## src/rtl/seg_scan_capture.sv

```systemverilog
// Seven-segment bus snooper: recovers the hex nibble shown on each of four digits.
// Optional per-digit staleness timeout enabled by defining SEG_TIMEOUT_EN.
module seg_scan_capture #(
    parameter int STABLE_CNT = 4,
    parameter int TIMEOUT    = 4096
) (
    input  logic        clk,
    input  logic        rst_n,
    input  logic [6:0]  seg,
    input  logic [3:0]  dig_en,
    output logic [15:0] val,
    output logic [3:0]  digit_valid,
    output logic [3:0]  err,
    output logic        frame_done
);

    typedef enum logic [1:0] {
        IDLE,
        TRACK,
        HOLD
    } state_t;

    localparam logic [3:0] LAST = 4'(STABLE_CNT - 1);

    if (STABLE_CNT < 2 || STABLE_CNT > 15 || TIMEOUT < 2) begin : g_bad_param
        $error("seg_scan_capture: parameter out of range");
    end

    logic [6:0] seg_q;
    logic [3:0] dig_q;
    state_t     state;
    logic [1:0] cand_idx;
    logic [6:0] cand_pat;
    logic [3:0] cnt;
    logic [3:0] mask;

    logic       usable;
    logic [1:0] idx;
    logic       same;
    logic       commit;
    logic [4:0] dec;
    logic [3:0] hit;

`ifdef SEG_TIMEOUT_EN
    localparam int TW = $clog2(TIMEOUT + 1);
    logic [TW-1:0] tmo [4];
`endif

    function automatic logic [4:0] decode(input logic [6:0] p);
        logic [4:0] r;
        r = 5'h00;
        case (p)
            7'h01:   r = 5'h10;
            7'h4F:   r = 5'h11;
            7'h12:   r = 5'h12;
            7'h06:   r = 5'h13;
            7'h4C:   r = 5'h14;
            7'h24:   r = 5'h15;
            7'h20:   r = 5'h16;
            7'h0F:   r = 5'h17;
            7'h00:   r = 5'h18;
            7'h04:   r = 5'h19;
            7'h08:   r = 5'h1A;
            7'h60:   r = 5'h1B;
            7'h31:   r = 5'h1C;
            7'h42:   r = 5'h1D;
            7'h30:   r = 5'h1E;
            7'h38:   r = 5'h1F;
            default: r = 5'h00;
        endcase
        return r;
    endfunction

    // exactly one active-low enable makes the sample usable
    always_comb begin
        usable = 1'b1;
        idx    = 2'd0;
        case (dig_q)
            4'b1110: idx = 2'd0;
            4'b1101: idx = 2'd1;
            4'b1011: idx = 2'd2;
            4'b0111: idx = 2'd3;
            default: usable = 1'b0;
        endcase
    end

    always_comb begin
        same   = usable && (idx == cand_idx) && (seg_q == cand_pat);
        commit = (state == TRACK) && same && (cnt == LAST);
        dec    = decode(cand_pat);
        hit    = commit ? (4'b0001 << cand_idx) : 4'b0000;
    end

    always_ff @(posedge clk or negedge rst_n) begin
        if (!rst_n) begin
            seg_q <= 7'h7F;
            dig_q <= 4'hF;
        end else begin
            seg_q <= seg;
            dig_q <= dig_en;
        end
    end

    always_ff @(posedge clk or negedge rst_n) begin
        if (!rst_n) begin
            state       <= IDLE;
            cand_idx    <= 2'd0;
            cand_pat    <= 7'h7F;
            cnt         <= 4'd0;
            mask        <= 4'd0;
            val         <= 16'h0000;
            digit_valid <= 4'b0000;
            err         <= 4'b0000;
            frame_done  <= 1'b0;
`ifdef SEG_TIMEOUT_EN
            for (int k = 0; k < 4; k++) tmo[k] <= '0;
`endif
        end else begin
            if (!usable) begin
                state <= IDLE;
                cnt   <= 4'd0;
            end else if (state == IDLE || !same) begin
                state    <= TRACK;
                cand_idx <= idx;
                cand_pat <= seg_q;
                cnt      <= 4'd1;
            end else if (state == TRACK) begin
                if (cnt != 4'hF) cnt <= cnt + 4'd1;
                if (commit) state <= HOLD;
            end

            if (mask == 4'hF) begin
                frame_done <= 1'b1;
                mask       <= hit;
            end else begin
                frame_done <= 1'b0;
                mask       <= mask | hit;
            end

`ifdef SEG_TIMEOUT_EN
            // staleness is evaluated first so a same-cycle commit overrides it
            for (int k = 0; k < 4; k++) begin
                if (hit[k]) begin
                    tmo[k] <= '0;
                end else if (tmo[k] != TW'(TIMEOUT)) begin
                    tmo[k] <= tmo[k] + 1'b1;
                    if (tmo[k] == TW'(TIMEOUT - 1)) digit_valid[k] <= 1'b0;
                end
            end
`endif

            if (commit) begin
                if (dec[4]) begin
                    val[cand_idx*4 +: 4]  <= dec[3:0];
                    digit_valid[cand_idx] <= 1'b1;
                    err[cand_idx]         <= 1'b0;
                end else begin
                    digit_valid[cand_idx] <= 1'b0;
                    err[cand_idx]         <= 1'b1;
                end
            end
        end
    end

endmodule

```

## config.mk

```make
export PLATFORM = sky130hd
export DESIGN_NAME = seg_scan_capture
export DESIGN_NICKNAME = d
export VERILOG_FILES = /design/src/rtl/seg_scan_capture.sv
export SDC_FILE = /design/constraint.sdc
export NUM_CORES = 1
export LEC_CHECK = 0
export CORE_AREA = 5 5 86 88
export CTS_CLUSTER_DIAMETER = 80
export DETAILED_ROUTE_END_ITERATION = 8
export DIE_AREA = 0 0 91 93
export PLACE_DENSITY = 0.7
export SYNTH_ARGS = -nofsm -noshare
export SYNTH_HDL_FRONTEND = slang
export SYNTH_SLANG_ARGS = --single-unit
```

## constraint.sdc

```tcl
create_clock -name clk -period 3 [get_ports clk]
set_clock_uncertainty 0.05 [all_clocks]
set_input_delay 0.3 -clock clk [delete_from_list [all_inputs] [get_ports clk]]
set_output_delay 0.3 -clock clk [all_outputs]
set_load 0.02 [all_outputs]
```

Yosys cells after proc, flatten, opt, wreduce, memory -nomap -nowiden
Index checks and enable logic that the tools add are counted.
{ "totals": {"output_inout_bits": 25, "reg_bits": 55, "wordCells": 85, "inputBits": 13} }
{ "op_classes": {"n_bitwise": 6, "eq_ne": 28, "magnitude_cmp": 2, "mux": 19, "add_sub_neg": 2, "shifts": 3, "reduce_logical": 14} }
{ "ops": {"columns": ["op", "count"], "rows": [
  ["5-bit case mux with 16 select lines", 1],
  ["7-bit by 6-bit equality test with 1-bit output, second input constant", 5],
  ["4-bit negator with 34-bit output", 1],
  ["4-bit by 34-bit variable shift with 16-bit output, first input constant", 1],
  ["4-bit by 34-bit indexed part select with 16-bit output", 1],
  ["4-bit 2-to-1 mux", 8],
  ["7-bit equality test, second input constant", 4],
  ["16-bit bitwise mux", 1],
  ["4-bit equality test, second input constant", 4],
  ["7-bit by 3-bit equality test with 1-bit output, second input constant", 2],
  ["7-bit by 4-bit equality test with 1-bit output, second input constant", 2],
  ["4-bit bitwise OR", 3],
  ["3-bit by 1-bit != test with 1-bit output, second input constant", 3],
  ["4-bit bitwise AND", 2],
  ["2-bit 2-to-1 mux", 4],
  ["2-bit AND reduction", 4],
  ["7-bit by 1-bit equality test with 1-bit output, second input constant", 1],
  ["7-bit by 5-bit equality test with 1-bit output, second input constant", 1],
  ["7-bit equality test", 1],
  ["7-bit zero test", 1],
  ["2-bit case mux with 3 select lines", 1],
  ["1-bit logical AND", 5],
  ["4-bit by 1-bit adder with 4-bit output, second input constant", 1],
  ["4-bit by 2-bit equality test with 1-bit output, second input constant", 1],
  ["other kinds (14)", 16]
]} }

Depth between registers and ports, before layout
{ "depth": {"ltp_word": 11, "ltp_mapped": 9, "mapped_depth_nobuf": 6} }

Worst setup path after synthesis
Ideal clock, no wire load.
{ "synth_path": {"kind": "register to register", "startpoint": "register cand_pat[5]", "endpoint": "register val[0]", "setup_ps": 125, "setup_slack_ps": 549, "t_arrival_ps": 2276, "period_less_slack_ps": 2451, "path_stages_with_launch": 8, "path_buffers": 1, "required_time_ps": 2825, "cell_sequence": "dfstp_2 > and3b_1 > o211a_1 > a2111oi_4 > or3b_1 > buf_2 > nand3_1 > mux2_2"} }
{ "synth_between": {"elab_chain_cells": 5, "word_cells_on_any_way": 24, "cone_classes": "eq/ne: 16; shift: 1; mux: 2; reduce/logical: 5"} }
{ "synth_rtl": {"columns": ["item", "line_no", "text"], "rows": [
  ["start: declaration", "33", "logic [6:0] cand_pat;"],
  ["start signal: assignment", "125", "cand_pat <= seg_q;"],
  ["branches (longest 5 deep; another with 4-bit by 34-bit indexed part select with 16-bit output)", null, null],
  ["end signal: indexed assignment", "154", "val[cand_idx*4 +: 4] <= dec[3:0];"],
  ["end: declaration", "11", "output logic [15:0] val,"]
]} }
Parallel ways; which one is timed is not known.
A chain may end at the register's enable or synchronous reset.

Worst setup path in the final report
{ "layout_path": {"startpoint": "register cand_pat[5]", "endpoint": "register val[1]"} }
Same word-level chain as after synthesis.

==> metrics.txt <==
DIE WIDTH 91 um; initial antenna violation count 0; postcts setup bufs 0; CTS clk-pin slew, worst paths ~90 ps; Die Ht 93 um; post-DP HPWL around 4.2 mm; Setup TNS 0 ps; Netlist Area Pre-Place around 2900 sq um; CTS Buf Count 5; starting density of the core 43.5%; Synth warnings 0; period utilisation layout about 93%; Max-slew headroom about 30%; first-pass GRT wire length ~10 mm; maximum fanout along the worst path 15; Sink Count 55; cts repair resizes 0; drt first pass iters 4; # diodes 0; die area approximately 8500 sq um; Worst Tran Pin Value about 1000 ps; post-synthesis sequential area ratio between 40% and 50%; gr usage total approximately 14%; post-route cell area roughly 3400 sq um; gp weighted congestion slightly above 0.8; Net Count, Synth 285; GR peak layer met2; pwr dens about 480 nW/um^2; total gr overflow 0; crit path DAT about 2900 ps; Finished Layout Cells 380; Critical R2R Capture val[1]$_DFFE_PN0P_; Worst setup EP type register; # fillers around 600; worst path required time ~3200 ps; Main synth FF type dfrtp_1; number of routed nets with antenna violations 0; critical path launch point type register; worst-case reg-to-reg path depth 6; worst reg2reg setup slack about 220 ps; Layout Nets ~320; post-synthesis average cell area 10.7 sq um; CTS Hold Bufs 0; Seq cells post-synth 55; final WL between 5 and 6 mm; Max Fclk ~0.36 GHz; asr flop ratio synth 100%; HP Class input pin to async pin; Area Overhead vs Synth 17.7%; post-synth cell types 50; Root Buffer clkbuf_8; core region area between 6000 and 7000 sq um; endpoints failing setup 0; Worst-Skew Late Latency 310 ps; vias in the first global route a little over 2,000; post-DR vias/cell 5.43; # IOs 38; GRT met2 Usage between 20 and 25%; number of flops mapped to enable cells by yosys 0; placed insts ~370; status completed; largest buffer count on any clock path 2; RSZ-0062 raised after global routing false; max cap viols 0; Pins Over Slew Limit 0; final hold vios 0; wire per inst approximately 15 um; Reg-to-Reg Start cand_pat[5]$_DFFE_PN1P_; critical path type register to register; Worst VDD drop 0.224 mV; CTS tree built; PortBufs 37; met1 usage in global routing approximately a fifth; Core Rows 30; H-Tree Depth 2; Leak 0.00148 uW; met3 GRT Util about 2.7%; min cycle time layout roughly 2800 ps; layout cell share with drive strength beyond 1 around a fifth; Syn Inst Count ~270; DRC marker count from the first detailed-route iteration approximately 240; Total Power around 1600 uW; Placed Area ~3300 sq um; routed vias around 2,100; DRC violations left 0; largest net degree at the start of global routing 48
==> through the flow <==
step                util, %  setup slack [ps]  hold WS [ps]
floorplan                 -               549         -45.6
global placement       49.9               317           402
detailed placement     49.9               220           410
CTS                    51.2               227           157
global route           51.2               107           211
finish                 51.2               222           110
==> cells by family after synthesis <==
| kind of cell | count (synthesis) | synth area share (%) |
|---|---|---|
| compound gates | 40 | 10.5 |
| xor+xnor | 11 | 3.37 |
| fa+ha+maj | 5 | 2.19 |
| buf+inv | 28 | 4.47 |
| flops | 55 | 49.0 |
| mux | 30 | 11.6 |
| simple gates | 98 | 18.9 |
==> synth_stat cells (all sizes together) (2+ instances only) <==
library cell	instances	area, sq um
a2111oi	2	36.3
a21boi	2	15.0
a21oi	10	53.8
a311oi	2	17.5
a31o	3	26.3
and3	5	31.3
and3b	3	26.3
and4	3	26.3
buf	8	52.6
clkbuf	9	33.8
dfrtp	37	926
dfstp	18	473
ha	5	62.6
inv	11	41.3
mux2	25	282
mux2i	5	50.1
nand2	16	60.1
nand2b	4	25.0
nand3	12	75.1
nand4	8	50.1
nor2	26	97.6
nor2b	2	12.5
nor3	3	15.0
nor3b	7	52.6
nor4	2	12.5
nor4b	2	17.5
o211ai	2	15.0
o21ai	5	25.0
o22ai	2	12.5
o2bb2ai	2	17.5
o31ai	2	15.0
or3	2	12.5
xnor2	5	43.8
xor2	6	52.6
==> worst max-delay path, stage by stage, from the launching register on <==
cell	delay, ps
dfstp_2	680
and3b_1	210
o211a_1	250
a2111oi_4	440
or3b_1	520
nand3_1	170
mux2_2	350
==> where the power goes <==
part	internal, uW	switching [uW]	leakage (uW)
registers	802	105	0.000700
logic	142	162	0.000744
clock network	161	232	0.0000373
==> routing by layer <==
layer  routed length [um]  vias up
li1                     -     1015
met1                 2790     1005
met2                 2700       38
met3                  198        6
met4                   63        0
met5                    0        -
==> worst max-delay path by stage <==
stage | start | to | slack [ps] | cells after the start
floorplan | cand_pat[5]$_DFFE_PN1P_ | val[0]$_DFFE_PN0P_ | 550 | 7
global placement | cand_pat[5]$_DFFE_PN1P_ | val[9]$_DFFE_PN0P_ | 320 | 6
detailed placement | cand_pat[5]$_DFFE_PN1P_ | val[14]$_DFFE_PN0P_ | 220 | 6
CTS | cand_pat[5]$_DFFE_PN1P_ | val[10]$_DFFE_PN0P_ | 230 | 6
global route | cand_pat[5]$_DFFE_PN1P_ | val[10]$_DFFE_PN0P_ | 110 | 6
finish | cand_pat[5]$_DFFE_PN1P_ | val[1]$_DFFE_PN0P_ | 220 | 6
==> area by class of cell <==
class	instances	area, sq um	share of cell area (%)
well taps	80	100	2.98
clock inverters	1	7.51	0.223
flip-flops and latches	55	1400	41.6
multi-input cells	184	1330	39.6
clock buffers	6	72.6	2.16
repair buffers	43	410	12.2
inverters	11	41.3	1.23
==> placed cells by master, fill, tap and decap left out, drive strengths merged, types with 7 or more instances in the layout <==
master / instances
nor3b: 7
a21oi: 10
nand3: 12
buf: 7
mux2: 25
nand2: 16
nor2: 26
dfstp: 18
clkdlybuf4s50: 36
nand4: 8
dfrtp: 37
inv: 11
Power figures use the tool's default switching activity.
